===== src/rtl/screensaver_pkg.sv =====
// Shared definitions for the bouncing-box screensaver.
//   - Screen and box geometry, also used by image and top.
//   - bounce_state_t: the per-frame update sequencer states of bounce_ctrl.
package screensaver_pkg;

  localparam int SCREEN_WIDTH  = 640;
  localparam int SCREEN_HEIGHT = 480;
  localparam int BOX_WIDTH     = 100;
  localparam int BOX_HEIGHT    = 100;

  typedef enum logic [1:0] {
    IDLE   = 2'd0,
    STEP_X = 2'd1,
    STEP_Y = 2'd2,
    COMMIT = 2'd3
  } bounce_state_t;

endpackage


===== src/rtl/axis_bounce.sv =====
// One-axis position stepper with true edge reflection (purely combinational).
// Ports:
//   pos      : current working position (W bits, one wider than the screen coordinate)
//   dir      : current direction, 0 = increasing, 1 = decreasing
//   pos_next : position after one step
//   dir_next : direction after one step
//   hit      : step reflected off 0 or LIMIT
// Landing exactly on 0 or LIMIT is not a reflection; that happens on the next step.
module axis_bounce #(
  parameter int LIMIT = 540,
  parameter int SPEED = 2,
  parameter int W     = 11
) (
  input  logic [W-1:0] pos,
  input  logic         dir,
  output logic [W-1:0] pos_next,
  output logic         dir_next,
  output logic         hit
);

  localparam logic [W-1:0] LIM  = W'(LIMIT);
  localparam logic [W-1:0] LIM2 = W'(2 * LIMIT);
  localparam logic [W-1:0] SPD  = W'(SPEED);

  logic [W-1:0] t;

  always_comb begin
    t        = pos + SPD;
    pos_next = pos;
    dir_next = dir;
    hit      = 1'b0;
    if (!dir) begin
      // Overshoot past LIMIT folds back by the same distance.
      if (t > LIM) begin
        pos_next = LIM2 - t;
        dir_next = 1'b1;
        hit      = 1'b1;
      end else begin
        pos_next = t;
      end
    end else begin
      if (pos < SPD) begin
        pos_next = SPD - pos;
        dir_next = 1'b0;
        hit      = 1'b1;
      end else begin
        pos_next = pos - SPD;
      end
    end
  end

endmodule


===== src/rtl/bounce_ctrl.sv =====
// Per-frame motion controller for the bouncing box. Each time the frame
// counter changes, the box is stepped in X then Y and the results are
// committed together to the shadowed outputs.
//
// state  | meaning
// IDLE   | waiting for frame != frame_prev
// STEP_X | advance working x / dir_x, latch X hit
// STEP_Y | advance working y / dir_y, latch Y hit
// COMMIT | publish box_x/box_y/color, pulse hit_v/hit_h/update_done
//
// Ports:
//   clk, rst     : pixel clock, synchronous active-high reset
//   frame        : frame counter from video_timer
//   box_x, box_y : box origin (registered, change only on commit)
//   color        : {b,g,r} box colour, never 0
//   hit_v, hit_h : one-cycle reflection pulses (left/right, top/bottom)
//   update_done  : one-cycle pulse when new outputs are valid
module bounce_ctrl #(
  parameter int SCREEN_WIDTH  = screensaver_pkg::SCREEN_WIDTH,
  parameter int SCREEN_HEIGHT = screensaver_pkg::SCREEN_HEIGHT,
  parameter int BOX_WIDTH     = screensaver_pkg::BOX_WIDTH,
  parameter int BOX_HEIGHT    = screensaver_pkg::BOX_HEIGHT,
  parameter int INIT_X        = 50,
  parameter int INIT_Y        = 50,
  parameter int SPEED_X       = 2,
  parameter int SPEED_Y       = 1
) (
  input  logic                             clk,
  input  logic                             rst,
  input  logic [31:0]                      frame,
  output logic [$clog2(SCREEN_WIDTH)-1:0]  box_x,
  output logic [$clog2(SCREEN_HEIGHT)-1:0] box_y,
  output logic [2:0]                       color,
  output logic                             hit_v,
  output logic                             hit_h,
  output logic                             update_done
);

  import screensaver_pkg::*;

  localparam int XW   = $clog2(SCREEN_WIDTH);
  localparam int YW   = $clog2(SCREEN_HEIGHT);
  localparam int WX   = XW + 1;
  localparam int WY   = YW + 1;
  localparam int XMAX = SCREEN_WIDTH - BOX_WIDTH;
  localparam int YMAX = SCREEN_HEIGHT - BOX_HEIGHT;

  bounce_state_t state_q, state_d;
  logic [31:0]   frame_prev_q, frame_prev_d;
  logic [WX-1:0] x_q, x_d, x_step;
  logic [WY-1:0] y_q, y_d, y_step;
  logic          dir_x_q, dir_x_d, dir_x_step;
  logic          dir_y_q, dir_y_d, dir_y_step;
  logic          hx_q, hx_d, hx_step;
  logic          hy_q, hy_d, hy_step;
  logic [XW-1:0] box_x_q, box_x_d;
  logic [YW-1:0] box_y_q, box_y_d;
  logic [2:0]    color_q, color_d;
  logic          hit_v_q, hit_v_d;
  logic          hit_h_q, hit_h_d;
  logic          update_done_q, update_done_d;

  axis_bounce #(.LIMIT(XMAX), .SPEED(SPEED_X), .W(WX)) u_axis_x (
    .pos      (x_q),
    .dir      (dir_x_q),
    .pos_next (x_step),
    .dir_next (dir_x_step),
    .hit      (hx_step)
  );

  axis_bounce #(.LIMIT(YMAX), .SPEED(SPEED_Y), .W(WY)) u_axis_y (
    .pos      (y_q),
    .dir      (dir_y_q),
    .pos_next (y_step),
    .dir_next (dir_y_step),
    .hit      (hy_step)
  );

  always_comb begin
    state_d       = state_q;
    frame_prev_d  = frame_prev_q;
    x_d           = x_q;
    y_d           = y_q;
    dir_x_d       = dir_x_q;
    dir_y_d       = dir_y_q;
    hx_d          = hx_q;
    hy_d          = hy_q;
    box_x_d       = box_x_q;
    box_y_d       = box_y_q;
    color_d       = color_q;
    hit_v_d       = 1'b0;
    hit_h_d       = 1'b0;
    update_done_d = 1'b0;
    case (state_q)
      IDLE: begin
        // A frame change during an update is picked up here on return.
        if (frame != frame_prev_q) begin
          frame_prev_d = frame;
          state_d      = STEP_X;
        end
      end
      STEP_X: begin
        x_d     = x_step;
        dir_x_d = dir_x_step;
        hx_d    = hx_step;
        state_d = STEP_Y;
      end
      STEP_Y: begin
        y_d     = y_step;
        dir_y_d = dir_y_step;
        hy_d    = hy_step;
        state_d = COMMIT;
      end
      COMMIT: begin
        box_x_d       = x_q[XW-1:0];
        box_y_d       = y_q[YW-1:0];
        hit_v_d       = hx_q;
        hit_h_d       = hy_q;
        update_done_d = 1'b1;
        hx_d          = 1'b0;
        hy_d          = 1'b0;
        // Corner hits advance the colour once; 7 wraps to 1, skipping black.
        if (hx_q || hy_q) begin
          color_d = (color_q == 3'd7) ? 3'd1 : color_q + 3'd1;
        end
        state_d = IDLE;
      end
      default: state_d = IDLE;
    endcase
  end

  always_ff @(posedge clk) begin
    if (rst) begin
      state_q       <= IDLE;
      frame_prev_q  <= 32'hFFFF_FFFF;
      x_q           <= WX'(INIT_X);
      y_q           <= WY'(INIT_Y);
      dir_x_q       <= 1'b0;
      dir_y_q       <= 1'b0;
      hx_q          <= 1'b0;
      hy_q          <= 1'b0;
      box_x_q       <= XW'(INIT_X);
      box_y_q       <= YW'(INIT_Y);
      color_q       <= 3'b111;
      hit_v_q       <= 1'b0;
      hit_h_q       <= 1'b0;
      update_done_q <= 1'b0;
    end else begin
      state_q       <= state_d;
      frame_prev_q  <= frame_prev_d;
      x_q           <= x_d;
      y_q           <= y_d;
      dir_x_q       <= dir_x_d;
      dir_y_q       <= dir_y_d;
      hx_q          <= hx_d;
      hy_q          <= hy_d;
      box_x_q       <= box_x_d;
      box_y_q       <= box_y_d;
      color_q       <= color_d;
      hit_v_q       <= hit_v_d;
      hit_h_q       <= hit_h_d;
      update_done_q <= update_done_d;
    end
  end

  assign box_x       = box_x_q;
  assign box_y       = box_y_q;
  assign color       = color_q;
  assign hit_v       = hit_v_q;
  assign hit_h       = hit_h_q;
  assign update_done = update_done_q;

endmodule

===== config.mk =====
export PLATFORM = sky130hd
export DESIGN_NAME = bounce_ctrl
export DESIGN_NICKNAME = d
export VERILOG_FILES = /design/src/rtl/screensaver_pkg.sv /design/src/rtl/axis_bounce.sv /design/src/rtl/bounce_ctrl.sv
export SDC_FILE = /design/constraint.sdc
export NUM_CORES = 1
export LEC_CHECK = 0
export ABC_AREA = 0
export BUFFER_PORTS_ARGS = -buffer_cell sky130_fd_sc_hd__buf_2
export CORE_ASPECT_RATIO = 0.8
export CORE_MARGIN = 2
export CORE_UTILIZATION = 35
export CTS_BUF_LIST = sky130_fd_sc_hd__clkbuf_4 sky130_fd_sc_hd__clkbuf_8 sky130_fd_sc_hd__clkbuf_16
export DETAILED_ROUTE_END_ITERATION = 16
export GPL_TIMING_DRIVEN = 0
export HOLD_SLACK_MARGIN = 0.02
export SYNTH_ARGS = -nofsm -noshare
export SYNTH_HDL_FRONTEND = slang
export SYNTH_SLANG_ARGS = --single-unit

===== constraint.sdc =====
create_clock -name clk -period 2.3 [get_ports clk]
set_input_delay 0.46 -clock clk [delete_from_list [all_inputs] [get_ports clk]]
set_output_delay 0.46 -clock clk [all_outputs]
set_load 0.005 [all_outputs]

==> results.cfg, run 1 <==
[outcome]
outcome = complete, but fails checks
violations = negative setup slack

[cts]
clkTransAtPathRegs_ns = 0.07
clockBufferDepth = 2
cts_tree = done
cts_buffers = 9
cts_root_buf = clkbuf_16
ctsHoldBuffers = 0
clock_latency_ns = 0.34
htree_levels = 3
cts_num_sinks = 82

[synth]
syn-num-nets = 703
ys.flop_type = dfxtp_1
ys_ff_latch = 82
synthDistinctLibCells = 68
yosys_warnings = 0
async_reset_ff_share_pct = 0
synth.avg_cell_area_um2 = 7.953
synth-edff-count = 0
yosysSeqAreaShare_pct = 31.56
netlist_area_um2 = 5201
netlist_instances = 654

[worst_hold_path]
hold_path_class = primary input to flip-flop
hold_depth = 2

[layout]
final_cell_mix = nor2_1 (77), dfxtp_1 (73), buf_2 (59)
drive_gt1_share_pct = 23.82
final_common_cell = nor2_1
syn2layout_area_growth_pct = 26.20
diodes = 0
fillers = 1373
fin_nets = 783
multiInputGateArea_um2 = 3503
seq_area_um2 = 1660

[power_and_ir_drop]
ir_worst_vdd_uv = 485.2
power_leakage_nw = 2.631
total_power_mw = 5.780
power.density_nw_per_um2 = 880.6

[timing]
period_share_pct = 100.6
finClkSkew_ns = 0.008401
tns_ns = -0.01285
min_period_ns = 2.313
hold_slack_ns = 0.3657
setup_viol = 1
worst_slew_pin_slew_ns = 0.8399
finalHoldViolations = 0
final_max_slew_viol_count = 0
fin_ws_ns = -0.01285
relSlewSlack_pct = 44.01
max_freq_mhz = 432.4
rsz0062_at_grt = true

[placement]
numPortBuffers = 57
dp_hpwl_um = 11500
gp_congestion = 0.9599

[floorplanning]
die-area_um2 = 15860
rows = 39
design.core.area_um2 = 14400
start_util_pct = 36.13
pin_count = 59
die_x_um = 140.3
die_y_um = 113.0

[drt]
via_per_inst = 5.633
drtIter0Drc = 461
first_pass_iters = 5
vias = 5199
drc_errors = 0
totalWireLength_um = 16000
ant_nets = 0
routedWlPerCell_um = 17.33

[critical_path]
slowest_delay_ns = 0.37
cp.arrival_ns = 2.54
reg2regPathDepth = 8
critPathKind = flip-flop to flip-flop
crit_slowest_cell = mux2_2
worst_path_dominant_cell_family = compound AO/OA/AOI/OAI gates
cp-start-kind = flip-flop
cp.depth = 8
cp-end-kind = flip-flop
crit_required_ns = 2.53
path_max_fanout = 10
crit_chain = clkbuf_4, inv_1, ha_2, nand4_1, o2bb2ai_4, o311ai_4, o31ai_2, mux2_2
critPathBufInv = 2

[global_route]
grt_overflow = 0
grt_pass1_wl_um = 25300
grt_max_degree = 16
track_usage_pct = 19.76
grt_pass1_vias = 4853
antenna_found_initial = 0

[job]
drv_cap = 0
[worst register-to-register path, cell delays in order (launching register included)]
cell       delay [ns]
dfxtp_1          0.34
clkbuf_4         0.21
inv_1            0.11
ha_2             0.33
nand4_1          0.19
o2bb2ai_4        0.17
o311ai_4         0.17
o31ai_2          0.33
mux2_2           0.37
[cells in the mapped netlist, types with 3 or more instances]
library cell	n	area [um^2]
dfxtp_1	82	1642
nor2_1	77	289.0
inv_1	47	176.4
xor2_1	46	402.9
a211o_1	42	367.9
clkbuf_1	42	157.7
nand2_1	34	127.6
o21ai_0	23	115.1
mux2i_1	19	190.2
nor4_1	16	100.1
ha_1	15	187.7
nand3_1	14	70.07
nand4_1	14	87.58
nor3_1	14	70.07
a31oi_1	13	81.33
a21oi_1	12	60.06
o31ai_1	10	75.07
xnor2_1	10	87.58
nor2b_1	9	56.30
or3_1	8	50.05
nand2b_1	7	43.79
or4_1	6	45.04
a211oi_1	5	37.54
a221oi_1	5	43.79
and2_1	5	31.28
and3_1	5	31.28
buf_1	5	18.77
a21boi_0	4	30.03
a22oi_1	4	30.03
o22ai_1	4	25.02
or2_2	4	25.02
mux2_2	3	33.78
o211ai_1	3	22.52
o311ai_0	3	26.28
[repair_timing]
action	CTS	global route
pin swaps	9	18
resized for setup	64	54
cloned	0	1
buffers inserted	9	9
setup endpoints to repair	54	48
[power breakdown]
part | total [mW] | switching [mW] | internal (mW)
sequential | 1.90 | 0.212 | 1.69
clock | 1.59 | 0.626 | 0.963
combinational | 2.29 | 1.35 | 0.941
[layout make-up]
cell class | instances | area share, %
multi-input cells | 473 | 53.37
flip-flops and latches | 82 | 25.30
clock buffers | 9 | 3.431
repair buffers | 75 | 6.462
inverters | 48 | 2.802
clock inverters | 7 | 1.544
well taps | 184 | 3.507
plain buffers | 45 | 3.584
[sequential cells by signal (all words and copies together) (netlist names), 2 cells and up]
name          cells
box_y             9
y_q              10
x_q              10
box_x             9
frame_prev_q     32
color             3
state_q           2
[logic make-up (layout without fill, tap and decap cells)]
group           after synthesis  after routing  share of synthesized area, %
flops                        82             82                         31.56
other cells                   1              1                       0.07210
mux                          22             22                         4.306
fa+ha+maj                    15             15                         3.608
xor+xnor                     56             56                         9.430
simple gates                223            223                         21.39
compound gates              155            156                         22.13
buf+inv                     100            184                         7.505
[per-stage QoR]
| step | cell area (um^2) | setup slack (ns) | std cells | utilization [%] |
|---|---|---|---|---|
| floorplan | 5210 | 0.0006866 | 654 | - |
| global placement | 5725 | -0.7060 | 895 | 39.77 |
| detailed placement | 5725 | -0.7227 | 895 | 39.77 |
| CTS | 6332 | -0.06013 | 916 | 43.99 |
| global route | 6564 | -0.09520 | 923 | 45.60 |
| finish | 6564 | -0.01285 | 923 | 45.60 |
[path summary, 6_finish.rpt]
kind	start	to	slack [ns]
min reg2reg	frame_prev_q[31]$_SDFFE_PP1P_	frame_prev_q[31]$_SDFFE_PP1P_	0.48
max reg2reg	x_q[1]$_SDFFE_PP1P_	x_q[3]$_SDFFE_PP0P_	-0.01
min	rst	update_done$_SDFF_PP0_	0.37
max	x_q[1]$_SDFFE_PP1P_	x_q[3]$_SDFFE_PP0P_	-0.01
[routing by layer]
metal,global-route usage (%),wire length [um],up-vias
met1,28.97,7820,2462
met4,3.569,187,0
met3,4.824,1269,17
met5,0,0,-
met2,29.71,6718,222
li1,-,-,2498
No activity file was read; power rests on OpenSTA's default activity.
==> run 2, diff against run 1 <==
CORE_MARGIN = default   (was 2)
SYNTH_HIERARCHICAL = 1   (was default)
==> results.cfg, run 2 <==
[critical_path]
cp-start-kind = flip-flop
critPathKind = flip-flop to flip-flop
crit_required_ns = 2.52
startpoint = y_q[1]$_SDFFE_PP1P_
cp-end-kind = flip-flop
reg2reg_slack_ns = -0.31
path_max_fanout = 6
cp.arrival_ns = 2.83
r2r_start = y_q[1]$_SDFFE_PP1P_

[layout]
diodes = 0
largest_register = frame_prev_q
syn2layout_area_growth_pct = 29.96
final_common_cell = nor2_1
drive_gt1_share_pct = 30.01
fillers = 1542
top_regs = frame_prev_q: 32 flops, x_q: 11 flops
fin_nets = 832
largest_reg_flops = 32
final_cells = 998
final_cell_mix = nor2_1 (123), mux2i_1 (70), dfxtp_1 (70)

[cts]
clockBufferDepth = 2
htree_levels = 3
cts_buffers = 9
clkTransAtPathRegs_ns = 0.07
cts_num_sinks = 84
ctsHoldBuffers = 0
cts_tree = done
cts_root_buf = clkbuf_16
clock_latency_ns = 0.34

[synth]
synthMuxAreaShare_pct = 12.57
yosysSeqAreaShare_pct = 29.53
netlist_area_um2 = 5695
synthTopCellsByArea = dfxtp_1 (30%), mux2i_1 (12%), nor2_1 (8.4%)
syn-num-nets = 726
netlist_instances = 672
synth_top_family_by_area = simple AND/OR/NAND/NOR gates
synth_top_area_share_pct = 29.53
async_reset_ff_share_pct = 0
synth_compound_area_share_pct = 15.88
synthDistinctLibCells = 81
yosys.area_share.simple_pct = 22.43
synth.avg_cell_area_um2 = 8.475
synth_most_common_cell = nor2_1
synth_largest_area_cell = dfxtp_1
synthTopCellsByCount = nor2_1 (127), dfxtp_1 (84), mux2i_1 (70)
ys.flop_type = dfxtp_1
synth-edff-count = 0
yosys_warnings = 6
ys_ff_latch = 84
synth_xor_area_share_pct = 9.029
synthAdderAreaFrac_pct = 4.394

[timing]
rsz0062_at_grt = true
relSlewSlack_pct = 50.28
min_period_ns = 2.608
worst_slew_pin_slew_ns = 0.7458
max_freq_mhz = 383.4
final_max_slew_viol_count = 0
setup_viol = 18
finClkSkew_ns = 0.01141
fin_ws_ns = -0.3080
hold_slack_ns = 0.4048
finalHoldViolations = 0
period_share_pct = 113.4

[outcome]
outcome = complete, but fails checks
violations = negative setup slack

[drt]
first_pass_iters = 5
totalWireLength_um = 15670
via_per_inst = 5.252
drc_errors = 0
vias = 5241
drtIter0Drc = 304
routedWlPerCell_um = 15.71
ant_nets = 0

[global_route]
track_usage_pct = 18.67
antenna_found_initial = 0
grt_max_degree = 16
grt_pass1_wl_um = 24440
grt_pass1_vias = 4730
grt_overflow = 0

[power_and_ir_drop]
total_power_mw = 5.414
ir_worst_vdd_uv = 480.3
power.density_nw_per_um2 = 731.4
power_leakage_nw = 2.941

[floorplanning]
die-area_um2 = 16790
start_util_pct = 35.93
pin_count = 59
rows = 41
design.core.area_um2 = 15850
die_y_um = 116.1
die_x_um = 144.6

[placement]
place_inst = 944
dp_hpwl_um = 10900
gp_congestion = 0.9102
numPortBuffers = 57

[worst_hold_path]
hold_path_class = primary input to flip-flop
min-delay-start = frame[22]

[job]
drv_cap = 0
==> run 2: changes by cell type in the layout (fill, tap and decap cells not counted), sizes merged, moves of 6 or more <==
cell,delta
nor2b,+6
clkbuf,-9
inv,-28
xor2,-29
nor2,+53
nand2,-13
a211o,-28
xnor2,+30
buf,+36
a31oi,-10
nor4,-10
mux2i,+51
a21oi,+6
==> run 2: report_power, final <==
group	switching (mW)	internal [mW]	total, mW	leakage (nW)
clock network	0.614	1.07	1.68	0.170
logic	0.998	0.886	1.88	2.08
registers	0.180	1.67	1.85	0.692
==> run 2: kinds of logic (layout without fill, tap and decap cells) <==
group | after synthesis | in the layout
buffers and inverters | 71 | 182
adder cells (fa/ha/maj) | 20 | 20
multiplexers | 71 | 71
XOR/XNOR | 57 | 57
AND/OR/NAND/NOR | 254 | 254
AO/OA/AOI/OAI | 115 | 115
flip-flops | 84 | 84
==> run 2: what timing repair did <==
| action | in CTS | in global routing |
|---|---|---|
| endpoints found under the hold margin | 0 | 0 |
| setup buffers | 29 | 14 |
| pin swaps | 37 | 29 |
| gates resized for setup | 50 | 47 |
| endpoints found under the setup margin | 21 | 23 |
| gates cloned | 0 | 0 |
==> run 2: layout make-up <==
cell class                 instances  area [um^2]  share of cell area, %
clock buffer                       9        225.2                  3.043
multi-input combinational        517         4079                  55.10
inverter                          19        71.32                 0.9635
clock inverter                     7        121.4                  1.640
tap                              215        269.0                  3.634
sequential                        84         1714                  23.16
buffer                            48        299.0                  4.040
timing repair buffer              99        623.1                  8.418
==> run 2: worst paths after layout <==
check,endpoint,depth (start not counted)
min,frame_prev_q[22]$_SDFFE_PP1P_,3
min reg2reg,box_y[3]$_SDFFE_PP0P_,2
max,y_q[4]$_SDFFE_PP1P_,11
max reg2reg,y_q[4]$_SDFFE_PP1P_,11
==> run 2: stage by stage <==
stage	worst slack [ns]	util, %	TNS (ns)	instance area [um^2]
after floorplan	-0.1608	-	-0.6109	5794
after global placement	-0.5154	40.05	-5.030	6349
after detailed placement	-0.5488	40.05	-5.381	6349
after CTS	-0.2653	44.71	-2.334	7087
after global routing	-0.3834	46.70	-4.999	7402
final	-0.3080	46.70	-2.896	7402
==> run 2: worst max-delay path: stages (launching register included) <==
cell      delay (ns)
dfxtp_4         0.38
ha_4            0.18
nand4b_1        0.10
or4_4           0.50
a21oi_4         0.17
o211ai_4        0.11
and2_4          0.17
buf_8           0.14
a31oi_4         0.16
o31ai_2         0.08
xor2_1          0.21
a211o_1         0.28
==> run 2: routing by layer <==
layer  vias to the layer above  global-route usage (%)  routed length (um)
met5                         -                       0                   0
met4                         0                   3.368                 129
met3                        13                   3.813                 967
met2                       160                   28.11                6702
met1                      2489                   27.50                7874
li1                       2579                       -                   -
